<file path="src/rtl/mod_pkg.sv">
// Shared definitions for the modular-arithmetic controller slice.
package mod_pkg;

    // Controller state for the sequential modular multiplier.
    typedef enum logic [1:0] {
        IDLE,
        DBL,
        ADD,
        DONE
    } state_t;

    // Width of a counter that indexes bits 0..data_width-1, never below 1.
    function automatic int bit_cnt_width(input int data_width);
        int w;
        w = $clog2(data_width);
        return (w < 1) ? 1 : w;
    endfunction

endpackage

</file>
<file path="src/rtl/mod_mult_seq_add.sv">
// Combinational modular adder: sum = (a + b) mod modulant, with a single
// conditional subtract. Both inputs must already be below modulant, so the
// raw sum is below 2*modulant. A modulant of 0 stands for 2^DATA_WIDTH:
// the compare always passes, 0 is subtracted, and the carry is dropped.
module mod_add #(
    parameter int DATA_WIDTH = 8
) (
    input  logic [DATA_WIDTH-1:0] a,
    input  logic [DATA_WIDTH-1:0] b,
    input  logic [DATA_WIDTH-1:0] modulant,
    output logic [DATA_WIDTH-1:0] sum
);

    logic [DATA_WIDTH:0] raw;
    logic [DATA_WIDTH:0] mod_ext;

    // Full-width sum, then at most one subtraction of the modulus.
    always_comb begin
        raw     = {1'b0, a} + {1'b0, b};
        mod_ext = {1'b0, modulant};
        if (raw >= mod_ext) begin
            sum = DATA_WIDTH'(raw - mod_ext);
        end else begin
            sum = DATA_WIDTH'(raw);
        end
    end

endmodule

</file>
<file path="src/rtl/mod_mult_seq.sv">
// Sequential modular multiplier: out = (x * y) mod modulant, MSB-first
// double-and-add over y, time-sharing one modular adder between the double
// and add steps. Fixed latency of 2*DATA_WIDTH edges from acceptance.
module mod_mult_seq
    import mod_pkg::*;
#(
    parameter int DATA_WIDTH = 8
) (
    input  logic                  clk,
    input  logic                  reset,
    input  logic                  start,
    output logic                  ready,
    input  logic [DATA_WIDTH-1:0] x,
    input  logic [DATA_WIDTH-1:0] y,
    input  logic [DATA_WIDTH-1:0] modulant,
    output logic [DATA_WIDTH-1:0] out,
    output logic                  done
);

    localparam int BIT_W = bit_cnt_width(DATA_WIDTH);

    state_t state_q;
    state_t state_d;

    logic [DATA_WIDTH-1:0] x_reg;
    logic [DATA_WIDTH-1:0] y_reg;
    logic [DATA_WIDTH-1:0] m_reg;
    logic [DATA_WIDTH-1:0] acc;
    logic [BIT_W-1:0]      bit_idx;

    logic                  accept;
    logic                  last_bit;
    logic [DATA_WIDTH-1:0] add_b;
    logic [DATA_WIDTH-1:0] add_sum;

    mod_add #(
        .DATA_WIDTH(DATA_WIDTH)
    ) u_add (
        .a       (acc),
        .b       (add_b),
        .modulant(m_reg),
        .sum     (add_sum)
    );

    assign last_bit = (bit_idx == '0);

    // State register; reset overrides any pending start.
    always_ff @(posedge clk) begin
        if (reset) begin
            state_q <= IDLE;
        end else begin
            state_q <= state_d;
        end
    end

    // Next-state logic: one DBL/ADD pair per bit of y, no early exit.
    always_comb begin
        state_d = state_q;
        case (state_q)
            IDLE:    if (start) state_d = DBL;
            DBL:     state_d = ADD;
            ADD:     state_d = last_bit ? DONE : DBL;
            DONE:    state_d = start ? DBL : IDLE;
            default: state_d = IDLE;
        endcase
    end

    // Handshake outputs and adder operand selection.
    always_comb begin
        ready = 1'b0;
        done  = 1'b0;
        add_b = acc;
        case (state_q)
            IDLE: ready = 1'b1;
            DONE: begin
                ready = 1'b1;
                done  = 1'b1;
            end
            ADD:     add_b = y_reg[bit_idx] ? x_reg : '0;
            default: add_b = acc;
        endcase
        accept = ready & start;
    end

    // Operand capture, accumulator, bit counter and result register.
    always_ff @(posedge clk) begin
        if (reset) begin
            x_reg   <= '0;
            y_reg   <= '0;
            m_reg   <= '0;
            acc     <= '0;
            bit_idx <= '0;
            out     <= '0;
        end else if (accept) begin
            x_reg   <= x;
            y_reg   <= y;
            m_reg   <= modulant;
            acc     <= '0;
            bit_idx <= BIT_W'(DATA_WIDTH - 1);
        end else begin
            case (state_q)
                DBL: acc <= add_sum;
                ADD: begin
                    acc <= add_sum;
                    if (last_bit) begin
                        out <= add_sum;
                    end else begin
                        bit_idx <= bit_idx - BIT_W'(1);
                    end
                end
                default: acc <= acc;
            endcase
        end
    end

endmodule

</file>
<file path="config.mk">
export PLATFORM = sky130hd
export DESIGN_NAME = mod_mult_seq
export DESIGN_NICKNAME = d
export VERILOG_FILES = /design/src/rtl/mod_pkg.sv /design/src/rtl/mod_mult_seq_add.sv /design/src/rtl/mod_mult_seq.sv
export SDC_FILE = /design/constraint.sdc
export NUM_CORES = 1
export LEC_CHECK = 0
export ABC_AREA = 0
export CAP_MARGIN = 10
export CORE_MARGIN = 2
export CORE_UTILIZATION = 49
export DETAILED_ROUTE_END_ITERATION = 10
export GPL_TIMING_DRIVEN = 0
export PLACE_DENSITY = 0.76
export SYNTH_ARGS = -nofsm -noshare
export SYNTH_HDL_FRONTEND = slang
export SYNTH_SLANG_ARGS = --single-unit
</file>
<file path="constraint.sdc">
create_clock -name clk -period 4.19 [get_ports clk]
set_clock_uncertainty 0.1 [all_clocks]
set_input_delay 1.257 -clock clk [delete_from_list [all_inputs] [get_ports clk]]
set_output_delay 1.257 -clock clk [all_outputs]
set_load 0.02 [all_outputs]
</file>
==> metrics.yaml, run 1 <==
io_buffer_count: 35
grt_pass1_wl_um: 10200
synth-main-ff-cell: "dfxtp_1"
antenna_found_initial: 0
clock_sinks: 45
start_util_pct: 51.3
fill_cells: 416
design_area_mm2: 0.00342
power.share.switching_pct: 44.8
cp-end-kind: "flip-flop"
met3_usage_pct: 3.84
root_buffer: "clkbuf_8"
synth_seq_cells: 45
violations: "setup timing"
die_w_um: 77.6
routed_wl_um: 6490
status: "finished with violations"
yosysWarnings: 0
cp.required_ns: 4.32
cts_buffers: 5
clk_pin_slew_ns: 0.09
hold_depth: 2
maxCapViolations: 0
num_rows: 26
use_met2_pct: 36.7
use_met1_pct: 26.6
p_int_mw: 1.49
area.growth.synth_to_final_pct: 28.9
fmax_mhz: 236
drv_slew: 0
combPwrFrac_pct: 69.7
arrival_ns: 4.37
hold_viol: 0
min_period_ns: 4.24
route.vias.total: 2476
drt_first_pass_iters: 5
cts_tree: "built"
grt_max_degree: 15
place.gp.congestion: 0.847
rsz0062_at_grt: "yes"
hold_path.class: "flip-flop to flip-flop"
ir_drop_v: 0.000442
grt_pass1_vias: 2290
final_common_cell: "nand2_1"
setup_viol: 7
crit_type: "flip-flop to flip-flop"
grtUsageTotal_pct: 21.5
gr-total-overflow: 0
cp_max_fo: 8
busiest_layer: "met2"
drtIter0Drc: 163
drc: 0
synth_cells: 318
nets: 423
yosysSeqAreaShare_pct: 34.0
dieArea_mm2: 0.00602
synth-edff-count: 0
place_hpwl_um: 4760
layout_common_cells: "nand2_1, a21oi_1, dfxtp_1, clkdlybuf4s50_1, inv_1"
ctsHoldBuffers: 0
wl_per_cell_um: 14.7
worstSetupStartpointType: "flip-flop"
synthesis.nets: 370
tightest_slew_ns: 0.637
fin_ws_ns: -0.0497
htreeDepth: 2
fp.dieH_um: 77.6
detailed_place.area_mm2: 0.00309
power_leakage_nw: 1.29
slew_headroom_pct: 57.0
netlist-cell-type-count: 45
num_io_pins: 37
drive_above_1_share_pct: 16.4
syn_area_per_cell_um2: 8.34
clockPowerShare_pct: 9.7
hold_ws_ns: 0.357
seqPwrFrac_pct: 20.6
via_per_inst: 5.60
insertion_delay_ns: 0.31
powerDensity_mw_per_mm2: 791
r2r_cells: 18
finalCritPeriodShare_pct: 101
clockBufferDepth: 2
detail-route-antenna-nets: 0
core_mm2: 0.00517
n_antenna_cell: 0
p_switching_mw: 1.21
async_flop_share_pct: 0
syn_area_mm2: 0.00265
[cells in the mapped netlist, drive strengths merged (2+ instances only)]
| cell | instances | share of area (%) |
|---|---|---|
| buf | 3 | 1.0 |
| a211oi | 8 | 2.6 |
| a22o | 6 | 2.0 |
| a21oi | 50 | 9.6 |
| a21o | 2 | 0.57 |
| nand4 | 4 | 1.2 |
| xor2 | 4 | 1.3 |
| o21bai | 3 | 0.85 |
| nor3 | 2 | 0.57 |
| nor2 | 7 | 0.99 |
| mux2i | 7 | 2.6 |
| nand2b | 3 | 0.71 |
| nor2b | 3 | 0.99 |
| mux4 | 2 | 1.7 |
| ha | 23 | 11 |
| a31oi | 2 | 1.0 |
| clkbuf | 10 | 1.4 |
| o21ai | 23 | 4.5 |
| nor4 | 2 | 0.47 |
| nand2 | 59 | 8.4 |
| inv | 22 | 3.1 |
| fa | 2 | 1.5 |
| xnor2 | 8 | 2.6 |
| nor3b | 2 | 0.76 |
| o311ai | 2 | 0.66 |
| dfxtp | 45 | 34 |
| nand3 | 6 | 1.1 |
[worst paths after layout]
kind	startpoint	to	slack, ns
setup reg to reg	bit_idx[0]	out[0]	-0.05
hold reg to reg	m_reg[6]	m_reg[6]	0.36
hold / removal	m_reg[6]	m_reg[6]	0.36
setup / recovery	bit_idx[0]	out[0]	-0.05
[cell families (layout without fill, tap and decap cells)]
kind of cell | count (synthesis) | count (layout) | synth area share [%]
compound gates | 101 | 101 | 23.6
simple gates | 89 | 89 | 15.4
buf+inv | 36 | 90 | 5.71
xor+xnor | 12 | 12 | 3.96
mux | 10 | 10 | 4.91
flops | 45 | 45 | 34.0
fa+ha+maj | 25 | 25 | 12.4
[power groups by stage]
| stage | Combinational (mW) | Clock [mW] | Sequential [mW] |
|---|---|---|---|
| floorplan | 1.17 | 0 | 0.547 |
| global placement | 1.48 | 0 | 0.557 |
| detailed placement | 1.51 | 0 | 0.559 |
| CTS | 1.65 | 0.268 | 0.552 |
| global route | 2.03 | 0.294 | 0.563 |
| finish | 1.88 | 0.263 | 0.556 |
[routing by layer]
layer | part of all wire (%) | up-vias
met2 | 49 | 79
met5 | 0 | -
li1 | - | 1222
met3 | 5.2 | 12
met1 | 44 | 1163
met4 | 1.4 | 0
[area by class of cell]
| type | instances | area (um2) | area share (%) |
|---|---|---|---|
| Multi-Input combinational cell | 237 | 1750 | 51.2 |
| Sequential cell | 45 | 905 | 26.5 |
| Timing Repair Buffer | 47 | 448 | 13.1 |
| Inverter | 23 | 88.8 | 2.60 |
| Tap cell | 70 | 87.6 | 2.56 |
| Clock buffer | 5 | 68.8 | 2.01 |
| Buffer | 12 | 53.8 | 1.57 |
| Clock inverter | 3 | 17.5 | 0.513 |
[repair_timing]
| action | 4_1_cts | 5_1_grt |
|---|---|---|
| setup buffers | 8 | 4 |
| endpoints found under the hold margin | 0 | 0 |
| endpoints found under the setup margin | 16 | 16 |
| gates resized for setup | 16 | 21 |
| gates cloned | 0 | 0 |
| pin swaps | 11 | 14 |
[metrics by stage]
stage / power [mW] / utilization [%] / cells / TNS, ns / setup WS [ns]
floorplan: 1.72 / - / 318 / 0 / 0.00403
global placement: 2.04 / 59.8 / 423 / -7.96 / -0.601
detailed placement: 2.07 / 59.8 / 423 / -9.65 / -0.724
CTS: 2.47 / 63.8 / 439 / -1.04 / -0.115
global route: 2.89 / 66.1 / 442 / -2.93 / -0.246
finish: 2.70 / 66.1 / 442 / -0.162 / -0.0497
[worst max-delay path: stages (launching register included)]
cell	delay [ns]
dfxtp_4	0.38
mux4_2	0.52
mux2i_4	0.20
nor2_4	0.07
nand2_1	0.06
o21ai_0	0.12
ha_1	0.35
buf_4	0.14
a21o_1	0.17
a21oi_1	0.16
xnor2_1	0.22
ha_2	0.40
nand4_2	0.15
a21oi_2	0.05
o21ai_1	0.17
nor3b_2	0.20
buf_6	0.19
mux2_4	0.33
a211oi_2	0.17
No activity file was read; power rests on OpenSTA's default activity.
==> run 2: changes to the inputs <==
CAP_MARGIN = 20   (was 10)
==> results of run 2 <==
The final DEF is identical to that of run 1; final timing and power are the same.
